[src/rtl/axis_sink_fifo_if.sv]
`default_nettype none
// ============================================================================
// Module      : axis_sink_fifo_if
// Description : Bundles the AXI4-Stream slave handshake, the FIFO pop port and
//               the status outputs of axis_sink_fifo. The master modport is
//               the stream source / consumer side; the slave modport is the
//               FIFO itself.
// Revision    : 1.0 - initial release
// ============================================================================
interface axis_sink_fifo_if #(
    parameter int DEPTH     = 4,
    parameter int CNT_WIDTH = 16
);
    localparam int c_LVL_W = $clog2(DEPTH) + 1;

    // AXI4-Stream beat channel
    logic                 S_AXIS_TVALID;
    logic                 S_AXIS_TREADY;
    logic [31:0]          S_AXIS_TDATA;
    logic [3:0]           S_AXIS_TSTRB;
    logic                 S_AXIS_TLAST;

    // Show-ahead pop port
    logic                 RD_EN;
    logic                 RD_VALID;
    logic [31:0]          RD_DATA;
    logic                 RD_LAST;

    // Status
    logic [c_LVL_W-1:0]   FIFO_LEVEL;
    logic [CNT_WIDTH-1:0] PKT_COUNT;
    logic                 PROTO_ERR;

    modport master (
        output S_AXIS_TVALID, S_AXIS_TDATA, S_AXIS_TSTRB, S_AXIS_TLAST, RD_EN,
        input  S_AXIS_TREADY, RD_VALID, RD_DATA, RD_LAST,
               FIFO_LEVEL, PKT_COUNT, PROTO_ERR
    );

    modport slave (
        input  S_AXIS_TVALID, S_AXIS_TDATA, S_AXIS_TSTRB, S_AXIS_TLAST, RD_EN,
        output S_AXIS_TREADY, RD_VALID, RD_DATA, RD_LAST,
               FIFO_LEVEL, PKT_COUNT, PROTO_ERR
    );
endinterface
`default_nettype wire

[src/rtl/axis_sink_fifo.sv]
`default_nettype none
// ============================================================================
// Module      : axis_sink_fifo
// Description : AXI4-Stream slave that buffers accepted 32-bit beats (with
//               strobe-masked bytes zeroed) in a show-ahead FIFO, exposes the
//               head on a pop port and counts accepted TLAST beats.
//               Define AXIS_PROTOCOL_CHECK_EN to build the sticky handshake
//               checker driving PROTO_ERR; otherwise PROTO_ERR is tied low.
// Revision    : 1.0 - initial release
// ============================================================================
module axis_sink_fifo #(
    parameter int DEPTH     = 4,   // power of two, 2..256
    parameter int CNT_WIDTH = 16
) (
    input  wire logic         S_AXIS_ACLK,
    input  wire logic         S_AXIS_ARESET,
    axis_sink_fifo_if.slave   s_axis
);
    localparam int c_PTR_W = $clog2(DEPTH);
    localparam int c_LVL_W = $clog2(DEPTH) + 1;

    localparam logic [c_PTR_W-1:0]   c_PTR_ONE  = c_PTR_W'(1);
    localparam logic [c_LVL_W-1:0]   c_LVL_ONE  = c_LVL_W'(1);
    localparam logic [c_LVL_W-1:0]   c_LVL_FULL = c_LVL_W'(DEPTH);
    localparam logic [CNT_WIDTH-1:0] c_CNT_ONE  = CNT_WIDTH'(1);

    // Storage: {tlast, masked data}
    logic [32:0]          r_mem [DEPTH];
    logic [c_PTR_W-1:0]   r_wr_ptr;
    logic [c_PTR_W-1:0]   r_rd_ptr;
    logic [c_LVL_W-1:0]   r_level;
    logic [CNT_WIDTH-1:0] r_pkt_count;

    logic                 w_tready;
    logic                 w_accept;
    logic                 w_rd_valid;
    logic                 w_pop;
    logic [31:0]          w_masked;
    logic [32:0]          w_head;

    // Ready depends only on registered occupancy and reset, never on TVALID.
    assign w_tready   = !S_AXIS_ARESET && (r_level != c_LVL_FULL);
    assign w_accept   = s_axis.S_AXIS_TVALID && w_tready;
    assign w_rd_valid = (r_level != '0);
    assign w_pop      = s_axis.RD_EN && w_rd_valid;

    // Bytes without their strobe are stored as zero.
    for (genvar b = 0; b < 4; b++) begin : g_strb
        assign w_masked[8*b +: 8] = s_axis.S_AXIS_TSTRB[b] ? s_axis.S_AXIS_TDATA[8*b +: 8] : 8'h00;
    end

    // Data array write; TREADY is low in reset so nothing is written then.
    always_ff @(posedge S_AXIS_ACLK) begin
        if (w_accept) begin
            r_mem[r_wr_ptr] <= {s_axis.S_AXIS_TLAST, w_masked};
        end
    end

    // Pointers and occupancy; power-of-two depth lets pointers wrap naturally.
    always_ff @(posedge S_AXIS_ACLK or posedge S_AXIS_ARESET) begin
        if (S_AXIS_ARESET) begin
            r_wr_ptr <= '0;
            r_rd_ptr <= '0;
            r_level  <= '0;
        end else begin
            if (w_accept) begin
                r_wr_ptr <= r_wr_ptr + c_PTR_ONE;
            end
            if (w_pop) begin
                r_rd_ptr <= r_rd_ptr + c_PTR_ONE;
            end
            case ({w_accept, w_pop})
                2'b10:   r_level <= r_level + c_LVL_ONE;
                2'b01:   r_level <= r_level - c_LVL_ONE;
                default: r_level <= r_level;
            endcase
        end
    end

    // Completed-packet counter, wraps at 2^CNT_WIDTH.
    always_ff @(posedge S_AXIS_ACLK or posedge S_AXIS_ARESET) begin
        if (S_AXIS_ARESET) begin
            r_pkt_count <= '0;
        end else if (w_accept && s_axis.S_AXIS_TLAST) begin
            r_pkt_count <= r_pkt_count + c_CNT_ONE;
        end
    end

    // Head is forced to zero when empty so the uninitialised array never leaks out.
    assign w_head = w_rd_valid ? r_mem[r_rd_ptr] : 33'd0;

    assign s_axis.S_AXIS_TREADY = w_tready;
    assign s_axis.RD_VALID      = w_rd_valid;
    assign s_axis.RD_DATA       = w_head[31:0];
    assign s_axis.RD_LAST       = w_head[32];
    assign s_axis.FIFO_LEVEL    = r_level;
    assign s_axis.PKT_COUNT     = r_pkt_count;

`ifdef AXIS_PROTOCOL_CHECK_EN
    logic        r_prev_stall;
    logic [31:0] r_prev_data;
    logic [3:0]  r_prev_strb;
    logic        r_prev_last;
    logic        r_proto_err;
    logic        w_violation;

    // A stalled beat must be held unchanged with TVALID still asserted.
    always_comb begin
        w_violation = r_prev_stall &&
                      (!s_axis.S_AXIS_TVALID ||
                       (s_axis.S_AXIS_TDATA != r_prev_data) ||
                       (s_axis.S_AXIS_TSTRB != r_prev_strb) ||
                       (s_axis.S_AXIS_TLAST != r_prev_last));
    end

    // Shadow of last cycle's beat plus the sticky error flag.
    always_ff @(posedge S_AXIS_ACLK or posedge S_AXIS_ARESET) begin
        if (S_AXIS_ARESET) begin
            r_prev_stall <= 1'b0;
            r_prev_data  <= '0;
            r_prev_strb  <= '0;
            r_prev_last  <= 1'b0;
            r_proto_err  <= 1'b0;
        end else begin
            r_prev_stall <= s_axis.S_AXIS_TVALID && !w_tready;
            r_prev_data  <= s_axis.S_AXIS_TDATA;
            r_prev_strb  <= s_axis.S_AXIS_TSTRB;
            r_prev_last  <= s_axis.S_AXIS_TLAST;
            if (w_violation) begin
                r_proto_err <= 1'b1;
            end
        end
    end

    assign s_axis.PROTO_ERR = r_proto_err;
`else
    assign s_axis.PROTO_ERR = 1'b0;
`endif

endmodule
`default_nettype wire

[src/flat_wrapper.sv]
// flat-port wrapper written by rule: the top's interface ports become plain ports
module axis_sink_fifo_flat 
#(
    parameter int DEPTH     = 4,                          
    parameter int CNT_WIDTH = 16
)
  (S_AXIS_ACLK, S_AXIS_ARESET, s_axis_S_AXIS_TVALID, s_axis_S_AXIS_TDATA, s_axis_S_AXIS_TSTRB, s_axis_S_AXIS_TLAST, s_axis_RD_EN, s_axis_S_AXIS_TREADY, s_axis_RD_VALID, s_axis_RD_DATA, s_axis_RD_LAST, s_axis_FIFO_LEVEL, s_axis_PKT_COUNT, s_axis_PROTO_ERR);
  axis_sink_fifo_if #(.DEPTH(DEPTH), .CNT_WIDTH(CNT_WIDTH)) s_axis_i ();
  input  wire logic S_AXIS_ACLK;
  input  wire logic S_AXIS_ARESET;
  input wire logic [$bits(s_axis_i.S_AXIS_TVALID)-1:0] s_axis_S_AXIS_TVALID;
  input wire logic [$bits(s_axis_i.S_AXIS_TDATA)-1:0] s_axis_S_AXIS_TDATA;
  input wire logic [$bits(s_axis_i.S_AXIS_TSTRB)-1:0] s_axis_S_AXIS_TSTRB;
  input wire logic [$bits(s_axis_i.S_AXIS_TLAST)-1:0] s_axis_S_AXIS_TLAST;
  input wire logic [$bits(s_axis_i.RD_EN)-1:0] s_axis_RD_EN;
  output wire logic [$bits(s_axis_i.S_AXIS_TREADY)-1:0] s_axis_S_AXIS_TREADY;
  output wire logic [$bits(s_axis_i.RD_VALID)-1:0] s_axis_RD_VALID;
  output wire logic [$bits(s_axis_i.RD_DATA)-1:0] s_axis_RD_DATA;
  output wire logic [$bits(s_axis_i.RD_LAST)-1:0] s_axis_RD_LAST;
  output wire logic [$bits(s_axis_i.FIFO_LEVEL)-1:0] s_axis_FIFO_LEVEL;
  output wire logic [$bits(s_axis_i.PKT_COUNT)-1:0] s_axis_PKT_COUNT;
  output wire logic [$bits(s_axis_i.PROTO_ERR)-1:0] s_axis_PROTO_ERR;
  assign s_axis_i.S_AXIS_TVALID = s_axis_S_AXIS_TVALID;
  assign s_axis_i.S_AXIS_TDATA = s_axis_S_AXIS_TDATA;
  assign s_axis_i.S_AXIS_TSTRB = s_axis_S_AXIS_TSTRB;
  assign s_axis_i.S_AXIS_TLAST = s_axis_S_AXIS_TLAST;
  assign s_axis_i.RD_EN = s_axis_RD_EN;
  assign s_axis_S_AXIS_TREADY = s_axis_i.S_AXIS_TREADY;
  assign s_axis_RD_VALID = s_axis_i.RD_VALID;
  assign s_axis_RD_DATA = s_axis_i.RD_DATA;
  assign s_axis_RD_LAST = s_axis_i.RD_LAST;
  assign s_axis_FIFO_LEVEL = s_axis_i.FIFO_LEVEL;
  assign s_axis_PKT_COUNT = s_axis_i.PKT_COUNT;
  assign s_axis_PROTO_ERR = s_axis_i.PROTO_ERR;
  axis_sink_fifo #(.DEPTH(DEPTH), .CNT_WIDTH(CNT_WIDTH)) u_core (.S_AXIS_ACLK(S_AXIS_ACLK), .S_AXIS_ARESET(S_AXIS_ARESET), .s_axis(s_axis_i));
endmodule
[config.mk]
export PLATFORM = sky130hd
export DESIGN_NAME = axis_sink_fifo_flat
export DESIGN_NICKNAME = d
export VERILOG_FILES = /design/src/rtl/axis_sink_fifo_if.sv /design/src/rtl/axis_sink_fifo.sv /design/src/flat_wrapper.sv
export SDC_FILE = /design/constraint.sdc
export NUM_CORES = 1
export LEC_CHECK = 0
export ABC_AREA = 1
export BUFFER_PORTS_ARGS = -buffer_cell sky130_fd_sc_hd__buf_4
export CORE_ASPECT_RATIO = 2
export CORE_UTILIZATION = 30
export DETAILED_ROUTE_END_ITERATION = 6
export PLACE_DENSITY = 0.58
export SLEW_MARGIN = 20
export SYNTH_ARGS = -nofsm -noshare
export SYNTH_HDL_FRONTEND = slang
export SYNTH_SLANG_ARGS = --single-unit
[constraint.sdc]
create_clock -name S_AXIS_ACLK -period 6.2 [get_ports S_AXIS_ACLK]
set_input_delay 1.55 -clock S_AXIS_ACLK [delete_from_list [all_inputs] [get_ports S_AXIS_ACLK]]
set_output_delay 1.55 -clock S_AXIS_ACLK [all_outputs]
set_load 0.02 [all_outputs]
* Word-level counts from Yosys, hierarchy flattened
Memory sizes are Yosys's and may differ from the RTL's.
Index checks and enable logic that the tools add are counted.
** Word-level totals
- Bits in registers :: 23
- Latch bits :: 0
- Memory bits (writable) :: 132
- Memory bits (read-only) :: 0
- Input bits :: 41
- Output and inout port bits :: 55
- Word-level logic and storage cells :: 28
- Memories :: 1
** Memory list
- u_core.r_mem :: words 4, bits a word 33, read ports 1, clocked after memory_dff 0, write ports 1, line axis_sink_fifo.sv:28 : logic [32:0] r_mem [DEPTH];
** Cells by class
- Add/sub/neg operators :: 5
- $mul :: 0
- Div/mod/pow operators :: 0
- Order comparisons :: 0
- Eq/ne operators :: 3
- Shifts and indexed selects :: 0
- Multiplexer cells :: 8
- Bitwise operators :: 0
- Reduce and logical (&&, ||, !) cells :: 7
** Operators with widths (count)
- $mux W33 :: 1
- $mux W8 :: 4
- $add A16 B1 Y16 const B :: 1
- $pmux W3 S2 :: 1
- $add A2 B1 Y2 const B :: 2
- $logic_and A1 B1 Y1 :: 4
- $add A3 B1 Y3 const B :: 1
- $ne A3 B3 Y1 const B :: 1
- $reduce_bool A3 Y1 :: 1
- $sub A3 B1 Y3 const B :: 1
- $eq A2 B1 Y1 const B :: 1
- $eq A2 B2 Y1 const B :: 1
- $mux W1 :: 2
- $reduce_bool A2 Y1 :: 1
- $logic_not A1 Y1 :: 1

* Longest topological paths before layout
Gate-level depths: netlist of run 1.
- Word-level depth :: 5
- Gate-level depth with buffers :: 10
- Depth with buffers taken out :: 10

* Worst setup path after synthesis of run 1
OpenSTA, ideal clock, no wires.
- Path kind :: in2reg
- Start :: input port S_AXIS_ARESET
- End :: memory u_core.r_mem[0][0], enable pin
- Library setup time :: 0.423 ns
- Arrival :: 3.794 ns
- Data required time :: 5.777 ns
- Slack :: 1.983 ns
- Cell stages on the path :: 3
- Buffers on the path :: 0
- Cells stage by stage :: inv_1 nand3_4 nor2_1
** On the way
- Longest elaborated chain between the ends :: 5
** RTL lines
- start: declaration :: line flat_wrapper.sv:10 : input wire logic S_AXIS_ARESET;
- $logic_not A1 Y1 (no source line)
- $logic_and A1 B1 Y1 :: line axis_sink_fifo.sv:42 : assign w_tready = !S_AXIS_ARESET && (r_level != c_LVL_FULL);
- $logic_and A1 B1 Y1 :: line axis_sink_fifo.sv:43 : assign w_accept = s_axis.S_AXIS_TVALID && w_tready;
- $mux W1 :: line axis_sink_fifo.sv:54 : if (w_accept) begin
- $mux W1 (implied by the code) :: line axis_sink_fifo.sv:55 : r_mem[r_wr_ptr] <= {s_axis.S_AXIS_TLAST, w_masked};
- end: declaration :: line axis_sink_fifo.sv:28
No other way between the ends.

* Final worst setup path of run 1
- Start :: register u_core.r_rd_ptr[0]
- End :: output port s_axis_RD_DATA[23]
** On the way
- Longest elaborated chain between the ends :: 2
** RTL lines
- start: declaration :: line axis_sink_fifo.sv:30 : logic [c_PTR_W-1:0] r_rd_ptr;
- start signal: assignment :: line axis_sink_fifo.sv:70 : r_rd_ptr <= r_rd_ptr + c_PTR_ONE;
- $mem_v2 Z4 W33
- $mux W33 :: line axis_sink_fifo.sv:90 : assign w_head = w_rd_valid ? r_mem[r_rd_ptr] : 33'd0;
- end: declaration :: line flat_wrapper.sv:18 : output wire logic [$bits(s_axis_i.RD_DATA)-1:0] s_axis_RD_DATA;
No other way between the ends.

==> summary.md, run 1 <==
| Metric | Value |
|---|---|
| Number of max-cap violations | `0` |
| Worst Reg2Reg Path Length in Cells | `4` |
| Core Rows | `77` |
| Largest family of logic cells by synthesized area | `simple AND/OR/NAND/NOR gates` |
| Tot GR Track Use | `0.135` |
| Slew Limit Fails | `0` |
| Area of the multi-input gates | `1830 µm²` |
| PostCTS Resize Cnt | `0` |
| Drt first pass iters | `5` |
| Largest net degree at the start of global routing | `69` |
| Pre-CTS setup slack | `2.36 ns` |
| Synth warn | `0` |
| Post-cts hold buffer count | `0` |
| Worst-path fanout max | `68` |
| Area contributors post-synth | `edfxtp_1 (59%), dfrtp_1 (8.5%), nor2_1 (8.5%)` |
| H-Tree Depth | `4` |
| Antenna fix cells | `0` |
| Area occupied by registers | `4540 µm²` |
| Full die area | `23100 µm²` |
| Achievable frequency | `236 MHz` |
| Synth Area in Compound Gates | `0.0816` |
| Max incr delay on CP | `0.84 ns` |
| CTS Root Cell | `clkbuf_16` |
| Unique masters post-synth | `26` |
| Gpl congestion | `0.753` |
| Slowest CP cell | `inv_2` |
| Sequential share of the synthesized area | `0.673` |
| Crit Path Class | `reg2out` |
| First DRT Iteration DRCs | `156` |
| Slew @ Worst Pin | `1.11 ns` |
| Post-synth EDFFs | `132` |
| Fill cells | `2129` |
| Hold slack | `0.508 ns` |
| Max Root-Sink Buffers | `2` |
| TritonCTS clock tree | `done` |
| CTS sink count | `155` |
| Mux cell area share after synthesis | `0` |
| Nets@finish | `769` |
| Crit path DAT | `2.68 ns` |
| Synth Register Bits | `155` |
| Routed wire length | `14900 µm` |
| Die Y | `214 µm` |
| First-pass GRT wire length | `23300 µm` |
| Reg-to-Reg End | `u_core.r_mem[3][31]$_DFFE_PP_` |
| Most frequent cell on the critical path | `buf_4` |
| Core area | `22100 µm²` |
| Setup WS post-layout | `1.97 ns` |
| Post-DP HPWL | `9640 µm` |
| Via density | `4.51` |
| Remaining DRCs | `0` |
| Final worst path period need | `4.23 ns` |
| Clock-pin transition on the worst setup and hold timing paths | `0.06 ns` |
| CTS buffer count | `17` |
| CP startpoint | `u_core.r_rd_ptr[0]$_DFFE_PP0P_` |
| Clk_lat worst skew | `0.42 ns` |
| Hold/Removal Path Class | `reg2reg` |
| RR Startpoint | `u_core.s_axis.FIFO_LEVEL[0]$_DFFE_PP0P_` |
| Synth Area in Adders | `0.0141` |
| Post-synth top area cell | `edfxtp_1` |
| Critical Path Source Type | `register` |
| Initial Util | `0.306` |
| Die width | `108 µm` |
| Status | `finished clean` |
| Worst IR drop on VDD | `0.000258 V` |
| Placed cell area | `7660 µm²` |
| Most common cell in the netlist | `nor2_1` |
| Area growth from synthesis to layout | `22.3%` |
| Post-route ant nets | `0` |
| Post-Syn Nets | `685` |
| Leakage power total | `3.32 nW` |
| Gate Count Post-Synth | `637` |
| Post-Synth XOR/XNOR Area | `0.0104` |
| Initial antenna violation count | `0` |
| Final setup fails | `0` |
| I/O pin cnt | `96` |
| Ys async rst share | `0.148` |
| Vias in the first global route | `4604` |
| Final hold viol count | `0` |
| Critical path, cell by cell | `buf_4 -> inv_2 -> o21ai_0 -> a21oi_1 -> buf_4` |
| Crit end category | `primary output` |
| Synthesized area | `6750 µm²` |
| Simple-gate share of the synthesized area | `0.160` |
| Post-CTS Setup Bufs | `0` |
| Via count | `4553` |
| Main synth FF type | `edfxtp_1` |
| Wire per inst | `14.8 µm` |
| Port Buffers | `94` |
| Synth cell count leaders | `nor2_1 (153), edfxtp_1 (132), nand2_1 (88), inv_1 (56), o21ai_0 (46)` |
| RSZ-0062 raised after global routing | `no` |
| Worst rel slew slack | `0.261` |
| Gr ovfl total | `0` |
| Tcrit/Tclk final | `0.682` |
| Clk_skew | `0.00988 ns` |
| Top-area cell type share of the netlist area | `0.588` |
| Post-Syn Area per Cell | `10.6 µm²` |
| Worst setup endpoint | `s_axis_RD_DATA[23]` |
| Layout cells sized above 1 | `0.198` |
| TNS Setup | `0 ns` |
| PD cells | `466 nW/µm²` |
| R2r setup slk | `4.09 ns` |
| Final instance area | `8250 µm²` |
| CP required | `4.65 ns` |
==> sequential cells by signal, indices dropped and copies added (netlist names) <==
register / cells
u_core.r_wr_ptr: 2
u_core.r_rd_ptr: 2
u_core.s_axis.PKT_COUNT: 16
u_core.r_mem: 132
u_core.s_axis.FIFO_LEVEL: 3
==> routing by layer <==
| metal | GRT usage | up-vias | wire length [µm] |
|---|---|---|---|
| li1 | - | 2264 | - |
| met1 | 0.131 | 2178 | 5550 |
| met2 | 0.257 | 91 | 8380 |
| met3 | 0.0310 | 20 | 594 |
| met4 | 0.0689 | 0 | 386 |
| met5 | 0 | - | 0 |
==> kinds of logic after synthesis <==
family                     count (synthesis)
AOI/OAI and AO/OA                        110
xor gates and xnor gates                   8
adders and majority gates                  7
buffers and inverters                     92
DFF                                      155
other                                      1
and+or+nand+nor                          264
==> area by class of cell <==
class,count,area share
Inverter,59,0.0268
Tap cell,276,0.0418
Timing Repair Buffer,98,0.0916
Multi-Input combinational cell,390,0.221
Clock inverter,6,0.00743
Clock buffer,26,0.0606
Sequential cell,155,0.550
==> per-stage QoR <==
stage	total power, mW	cells	utilization
after global routing	4.07	1010	0.374
final	3.85	1010	0.374
after global placement	2.91	977	0.347
after detailed placement	2.92	977	0.347
after CTS	3.90	1009	0.373
after floorplan	2.34	637	-
==> cell usage in the layout, fill, tap and decap left out, drive strengths merged <==
| cell type | count |
|---|---|
| nor2 | 158 |
| xor2 | 6 |
| nand2 | 92 |
| conb | 1 |
| clkbuf | 26 |
| edfxtp | 132 |
| dfrtp | 23 |
| nand3b | 5 |
| a21oi | 36 |
| nand4 | 2 |
| buf | 98 |
| clkinv | 4 |
| xnor2 | 2 |
| bufinv | 1 |
| ha | 6 |
| nand3 | 7 |
| inv | 59 |
| fa | 1 |
| clkinvlp | 1 |
| o21ai | 74 |
==> critical path: cells and delay by family, from the launching register on <==
kind / cells / cell delay [ns]
buf+inv: 3 / 1.37
compound gates: 2 / 0.50
flops: 1 / 0.38
==> report_power, final <==
part / internal (mW) / switching, mW / total [mW]
clock network: 0.596 / 0.385 / 0.981
logic: 0.538 / 0.952 / 1.49
registers: 1.27 / 0.104 / 1.38
total: 2.41 / 1.44 / 3.85
==> worst min-delay path by stage <==
stage | startpoint | end | depth (start not counted)
CTS | u_core.s_axis.PKT_COUNT[15]$_DFFE_PP0P_ | u_core.s_axis.PKT_COUNT[15]$_DFFE_PP0P_ | 2
detailed placement | u_core.s_axis.PKT_COUNT[15]$_DFFE_PP0P_ | u_core.s_axis.PKT_COUNT[15]$_DFFE_PP0P_ | 2
floorplan | u_core.r_wr_ptr[1]$_DFFE_PP0P_ | u_core.r_wr_ptr[1]$_DFFE_PP0P_ | 2
global placement | u_core.s_axis.PKT_COUNT[15]$_DFFE_PP0P_ | u_core.s_axis.PKT_COUNT[15]$_DFFE_PP0P_ | 2
global route | u_core.s_axis.PKT_COUNT[15]$_DFFE_PP0P_ | u_core.s_axis.PKT_COUNT[15]$_DFFE_PP0P_ | 2
finish | u_core.s_axis.PKT_COUNT[15]$_DFFE_PP0P_ | u_core.s_axis.PKT_COUNT[15]$_DFFE_PP0P_ | 2
(Power assumes the default switching activity.)
==> run 2: changes to the inputs <==
--- a/config.mk
+++ b/config.mk
@@ -10,7 +10,7 @@
 export CORE_ASPECT_RATIO = 2
 export CORE_UTILIZATION = 30
 export DETAILED_ROUTE_END_ITERATION = 6
-export PLACE_DENSITY = 0.58
+export PLACE_DENSITY = 0.6
 export SLEW_MARGIN = 20
 export SYNTH_ARGS = -nofsm -noshare
 export SYNTH_HDL_FRONTEND = slang
==> constraint.sdc (replaced) <==
create_clock -name S_AXIS_ACLK -period 3.8 [get_ports S_AXIS_ACLK]
set_input_delay 0.95 -clock S_AXIS_ACLK [delete_from_list [all_inputs] [get_ports S_AXIS_ACLK]]
set_output_delay 0.95 -clock S_AXIS_ACLK [all_outputs]
set_load 0.02 [all_outputs]
==> run 2 against run 1 <==
  * First-iteration DRC count grew 63%
  * Design area is 1.2% higher
  * Sequential power increased by 61%
  * Clock skew increased by 0.0032 ns
==> summary.md, run 2 (synthesized netlist as in run 1, its figures left out) <==
| Metric | Value |
|---|---|
| Initial Util | `0.306` |
| Final hold viol count | `0` |
| I/O pin cnt | `96` |
| Area growth from synthesis to layout | `23.8%` |
| Number of max-cap violations | `0` |
| Leakage power total | `3.39 nW` |
| Remaining DRCs | `0` |
| Nets@finish | `778` |
| Reg with most FFs | `u_core.r_mem` |
| Fill cells | `2124` |
| PostCTS Resize Cnt | `0` |
| Full die area | `23100 µm²` |
| Met2 Use GR | `0.278` |
| Status | `finished clean` |
| Post-route ant nets | `0` |
| Commonest non-fill, non-tap cell in the layout | `nor2_1` |
| Drt first pass iters | `4` |
| Final non-filler cell total | `1019` |
| Final worst path period need | `3.35 ns` |
| Crit path DAT | `2.40 ns` |
| PD cells | `774 nW/µm²` |
| CP required | `2.85 ns` |
| First DRT Iteration DRCs | `254` |
| Core area | `22100 µm²` |
| Tot GR Track Use | `0.142` |
| Total placed cells including tap cells | `987` |
| Crit Path Class | `reg2out` |
| Post-cts hold buffer count | `0` |
| H-Tree Depth | `4` |
| Antenna fix cells | `0` |
| Tcrit/Tclk final | `0.883` |
| Hold slack | `0.500 ns` |
| Wire per inst | `15.3 µm` |
| Die width | `108 µm` |
| Die Y | `214 µm` |
| Via density | `4.49` |
| Clock-pin transition on the worst setup and hold timing paths | `0.07 ns` |
| Hold/Removal Path Class | `reg2reg` |
| RSZ-0062 raised after global routing | `no` |
| Gr ovfl total | `0` |
| Max Root-Sink Buffers | `2` |
| Initial antenna violation count | `0` |
| Critical Path Source Type | `register` |
| Final setup fails | `0` |
| Worst-path fanout max | `45` |
| Gpl congestion | `0.761` |
| Worst IR drop on VDD | `0.000380 V` |
| Most frequent cells in the layout | `nor2_1 (149), edfxtp_1 (132), buf_4 (107)` |
| GRT busiest layer | `met2` |
| CTS buffer count | `17` |
| Routing usage on met3 | `0.0319` |
| Max FFs per register | `132` |
| Worst rel slew slack | `0.452` |
| CTS sink count | `155` |
| Port Buffers | `94` |
| PnR Total Power | `6.46 mW` |
| Clk_skew | `0.0131 ns` |
| First-pass GRT wire length | `24100 µm` |
| Layout cells sized above 1 | `0.213` |
| Post-CTS Setup Bufs | `0` |
| Slew Limit Fails | `0` |
| M1 GR Usage | `0.134` |
| CTS Root Cell | `clkbuf_16` |
| TNS Setup | `0 ns` |
| Achievable frequency | `298 MHz` |
| Core Rows | `77` |
| Clk_lat worst skew | `0.42 ns` |
| Largest net degree at the start of global routing | `46` |
| Crit end category | `primary output` |
| Vias in the first global route | `4637` |
| Post-DP HPWL | `10500 µm` |
| Via count | `4573` |
| Slew @ Worst Pin | `0.821 ns` |
| TritonCTS clock tree | `done` |
| Routed wire length | `15600 µm` |
run 2: cell types whose count changed in the layout (fill, tap and decap cells not counted), sizes merged:
cell / change
clkbuf: -9
bufinv: +2
buf: +9
clkinv: +1
inv: +6
run 2: path summary, 6_finish.rpt:
kind                            cells past startpoint                                       to                                     from  slack (ns)
min in group asynchronous                           3  u_core.s_axis.PKT_COUNT[15]$_DFFE_PP0P_                            S_AXIS_ARESET        0.68
max in group asynchronous                           3           u_core.r_rd_ptr[0]$_DFFE_PP0P_                            S_AXIS_ARESET        2.85
worst max register to register                      5            u_core.r_mem[0][15]$_DFFE_PP_  u_core.s_axis.FIFO_LEVEL[0]$_DFFE_PP0P_        1.72
worst min register to register                      2  u_core.s_axis.PKT_COUNT[15]$_DFFE_PP0P_  u_core.s_axis.PKT_COUNT[15]$_DFFE_PP0P_        0.50
worst min-delay path                                2  u_core.s_axis.PKT_COUNT[15]$_DFFE_PP0P_  u_core.s_axis.PKT_COUNT[15]$_DFFE_PP0P_        0.50
worst max-delay path                                5                       s_axis_RD_DATA[29]           u_core.r_rd_ptr[0]$_DFFE_PP0P_        0.45
run 2: layout make-up:
| type | instances | area [µm²] | share of cell area |
|---|---|---|---|
| Sequential cell | 155 | 4540 | 0.544 |
| Clock inverter | 15 | 186 | 0.0223 |
| Timing Repair Buffer | 107 | 803 | 0.0962 |
| Multi-Input combinational cell | 390 | 1830 | 0.219 |
| Tap cell | 276 | 345 | 0.0414 |
| Inverter | 59 | 221 | 0.0265 |
| Clock buffer | 17 | 425 | 0.0509 |
run 2: metal layers:
metal,share of wire,wire length (µm)
met1,0.35,5490
met2,0.59,9150
met3,0.039,603
met4,0.021,330
met5,0,0
run 2: through the flow:
stage           util  setup slack [ns]  cell area [µm²]
2_1_floorplan      -             0.183             6750
3_3_place_gp   0.351             0.858             7740
3_5_place_dp   0.351             0.864             7740
4_1_cts        0.378             0.411             8350
5_1_grt        0.378             0.255             8350
6_report       0.378             0.446             8350
run 2: power by group:
part	total, mW	internal [mW]	switching [mW]
clock	1.74	1.05	0.693
sequential	2.22	2.07	0.143
combinational	2.51	0.905	1.60
total	6.46	4.03	2.44
run 2: worst max-delay path, cell delays in order (launching register included):
cell     delay (ns)
dfrtp_2        0.58
inv_2          0.62
buf_4          0.28
o21ai_0        0.09
a21oi_1        0.22
buf_4          0.18
==> run 3: changes to the inputs <==
--- a/config.mk
+++ b/config.mk
@@ -6,7 +6,7 @@
 export NUM_CORES = 1
 export LEC_CHECK = 0
 export ABC_AREA = 1
-export BUFFER_PORTS_ARGS = -buffer_cell sky130_fd_sc_hd__buf_4
+export BUFFER_PORTS_ARGS = -buffer_cell sky130_fd_sc_hd__clkbuf_2
 export CORE_ASPECT_RATIO = 2
 export CORE_UTILIZATION = 30
 export DETAILED_ROUTE_END_ITERATION = 6
==> run 3 against run 2 <==
  * Hold slack better by 0.0029 ns
  * Register-to-register slack hardly changed
  * Global-route usage decreased by 0.096 points
  * Routed wire length fell by 3.2%
  * Maximum frequency decreased by 1.8%
  * First-iteration DRC count is 7.5% lower
  * Sequential share of layout area grew 1.7 points
  * Clock power is 2% lower
  * Clock skew down 0.0045 ns
  * Clock-buffer cell count up 1
  * Highest routed layer unchanged
==> summary.md, run 3 (synthesized netlist as in run 1, its figures left out) <==
| Metric | Value |
|---|---|
| Hold EP | `u_core.s_axis.PKT_COUNT[15]$_DFFE_PP0P_` |
| Post-DP HPWL | `10100 µm` |
| Worst Reg2Reg Path Length in Cells | `5` |
| First-pass GRT wire length | `24200 µm` |
| PnR Total Power | `6.21 mW` |
| Hold_sp | `u_core.s_axis.PKT_COUNT[15]$_DFFE_PP0P_` |
| Via density | `4.55` |
| Core area | `22100 µm²` |
| RSZ-0062 raised after global routing | `no` |
| Vias in the first global route | `4696` |
| Reg with most FFs | `u_core.r_mem` |
| TritonCTS clock tree | `done` |
| RR Startpoint | `u_core.s_axis.FIFO_LEVEL[0]$_DFFE_PP0P_` |
| Port Buffers | `94` |
| Clock power share | `0.274` |
| Final setup fails | `0` |
| Slew Limit Fails | `0` |
| Share of power burned in registers | `0.363` |
| First DRT Iteration DRCs | `235` |
| Gpl congestion | `0.766` |
| Fill cells | `2155` |
| Post-cts hold buffer count | `0` |
| Sw Ratio | `0.385` |
| Clk_lat worst skew | `0.42 ns` |
| Clk_skew | `0.00860 ns` |
| Hold/Removal Path Class | `reg2reg` |
| CTS sink count | `155` |
| Drt first pass iters | `4` |
| Wire per inst | `14.8 µm` |
| I/O pin cnt | `96` |
| Post-CTS Setup Bufs | `0` |
| Switch Pwr | `2.39 mW` |
| Internal power | `3.81 mW` |
| Hold path depth | `2` |
| Die width | `108 µm` |
| Crit path buffers/inverters | `3` |
| Max Root-Sink Buffers | `2` |
| Layout cells sized above 1 | `0.208` |
| Cell family with the largest share of critical-path delay | `buffers and inverters` |
| Commonest non-fill, non-tap cell in the layout | `nor2_1` |
| PostCTS Resize Cnt | `0` |
| Slew @ Worst Pin | `0.816 ns` |
| Largest net degree at the start of global routing | `44` |
| Area growth from synthesis to layout | `20.1%` |
| Initial antenna violation count | `0` |
| Hold slack | `0.503 ns` |
| Crit path DAT | `2.47 ns` |
| Crit Path Class | `reg2out` |
| Gr ovfl total | `0` |
| TNS Setup | `0 ns` |
| Final worst path period need | `3.42 ns` |
| Critical Path Source Type | `register` |
| Crit end category | `primary output` |
| Initial Util | `0.306` |
| Final non-filler cell total | `1017` |
| Post-route ant nets | `0` |
| Tcrit/Tclk final | `0.899` |
| Via count | `4630` |
| CP required | `2.85 ns` |
| Critical path, cell by cell | `inv_2 -> buf_12 -> o21ai_0 -> a21oi_1 -> clkbuf_2` |
| Leakage power total | `3.31 nW` |
| R2r setup slk | `1.73 ns` |
| Number of max-cap violations | `0` |
| Full die area | `23100 µm²` |
| Status | `finished clean` |
| Die Y | `214 µm` |
| Worst IR drop on VDD | `0.000301 V` |
| Comb pwr share | `0.363` |
| Max incr delay on CP | `0.83 ns` |
| Tot GR Track Use | `0.141` |
| Clock-pin transition on the worst setup and hold timing paths | `0.06 ns` |
| Achievable frequency | `293 MHz` |
| Core Rows | `77` |
| Remaining DRCs | `0` |
| Worst-path fanout max | `43` |
| Routed wire length | `15100 µm` |
| CTS Root Cell | `clkbuf_16` |
| Final hold viol count | `0` |
| Worst rel slew slack | `0.455` |
| Total placed cells including tap cells | `985` |
| Antenna fix cells | `0` |
| PD cells | `766 nW/µm²` |
| Max FFs per register | `132` |
| CTS buffer count | `17` |
| Nets@finish | `776` |
| Slowest CP cell | `dfrtp_2` |
| H-Tree Depth | `4` |
| Most frequent cells in the layout | `nor2_1 (149), edfxtp_1 (132), clkbuf_2 (94)` |
| Reg-to-Reg End | `u_core.r_mem[3][4]$_DFFE_PP_` |
[run 3: cell count changes in the layout (fill, tap and decap cells not counted), sizes merged]
cell,previous run,this run
buf,107,11
clkbuf,17,112
clkinvlp,1,2
inv,65,61
clkinv,5,7
[run 3: worst register-to-register path, stage by stage (launching register included)]
cell and delay (ns):
dfrtp_1 0.42, nor2_2 0.08, nand2_2 0.09, nand3_4 0.19
nor2_4 0.60, buf_4 0.38
[run 3: layout make-up]
class,instances,area (µm²),area share
clock buffers,18,429,0.0530
clock inverters,14,170,0.0210
inverters,59,221,0.0273
multi-input cells,390,1830,0.226
flip-flops and latches,155,4540,0.561
well taps,276,345,0.0426
repair buffers,105,566,0.0698
[run 3: per-layer routing]
| metal | GRT usage | vias to the layer above | wire length (µm) |
|---|---|---|---|
| met2 | 0.264 | 110 | 8590 |
| met5 | 0 | - | 0 |
| li1 | - | 2287 | - |
| met1 | 0.140 | 2206 | 5360 |
| met4 | 0.0694 | 0 | 461 |
| met3 | 0.0328 | 27 | 654 |
[run 3: worst max-delay path by stage]
stage                                               from                           end  cells past startpoint
final                     u_core.r_rd_ptr[0]$_DFFE_PP0P_             s_axis_RD_DATA[5]                      5
after global routing      u_core.r_rd_ptr[0]$_DFFE_PP0P_             s_axis_RD_DATA[5]                      5
after CTS                 u_core.r_rd_ptr[0]$_DFFE_PP0P_             s_axis_RD_DATA[5]                      5
after detailed placement  u_core.r_rd_ptr[0]$_DFFE_PP0P_            s_axis_RD_DATA[25]                      6
after global placement    u_core.r_rd_ptr[0]$_DFFE_PP0P_            s_axis_RD_DATA[25]                      6
after floorplan                            S_AXIS_ARESET  u_core.r_mem[0][0]$_DFFE_PP_                      3
[run 3: through the flow]
| step | instance area, µm² | setup slack [ns] | util |
|---|---|---|---|
| 2_1_floorplan | 6750 | 0.183 | - |
| 3_3_place_gp | 7500 | 0.788 | 0.340 |
| 3_5_place_dp | 7500 | 0.809 | 0.340 |
| 4_1_cts | 8100 | 0.305 | 0.367 |
| 5_1_grt | 8100 | 0.178 | 0.367 |
| 6_report | 8100 | 0.384 | 0.367 |
[run 3: power by group through the flow]
stage / Clock [mW] / Sequential [mW] / Combinational [mW]
floorplan: 0 / 2.25 / 1.57
global placement: 0 / 2.28 / 2.27
detailed placement: 0 / 2.29 / 2.30
CTS: 1.74 / 2.26 / 2.31
global route: 1.81 / 2.28 / 2.51
finish: 1.70 / 2.25 / 2.25
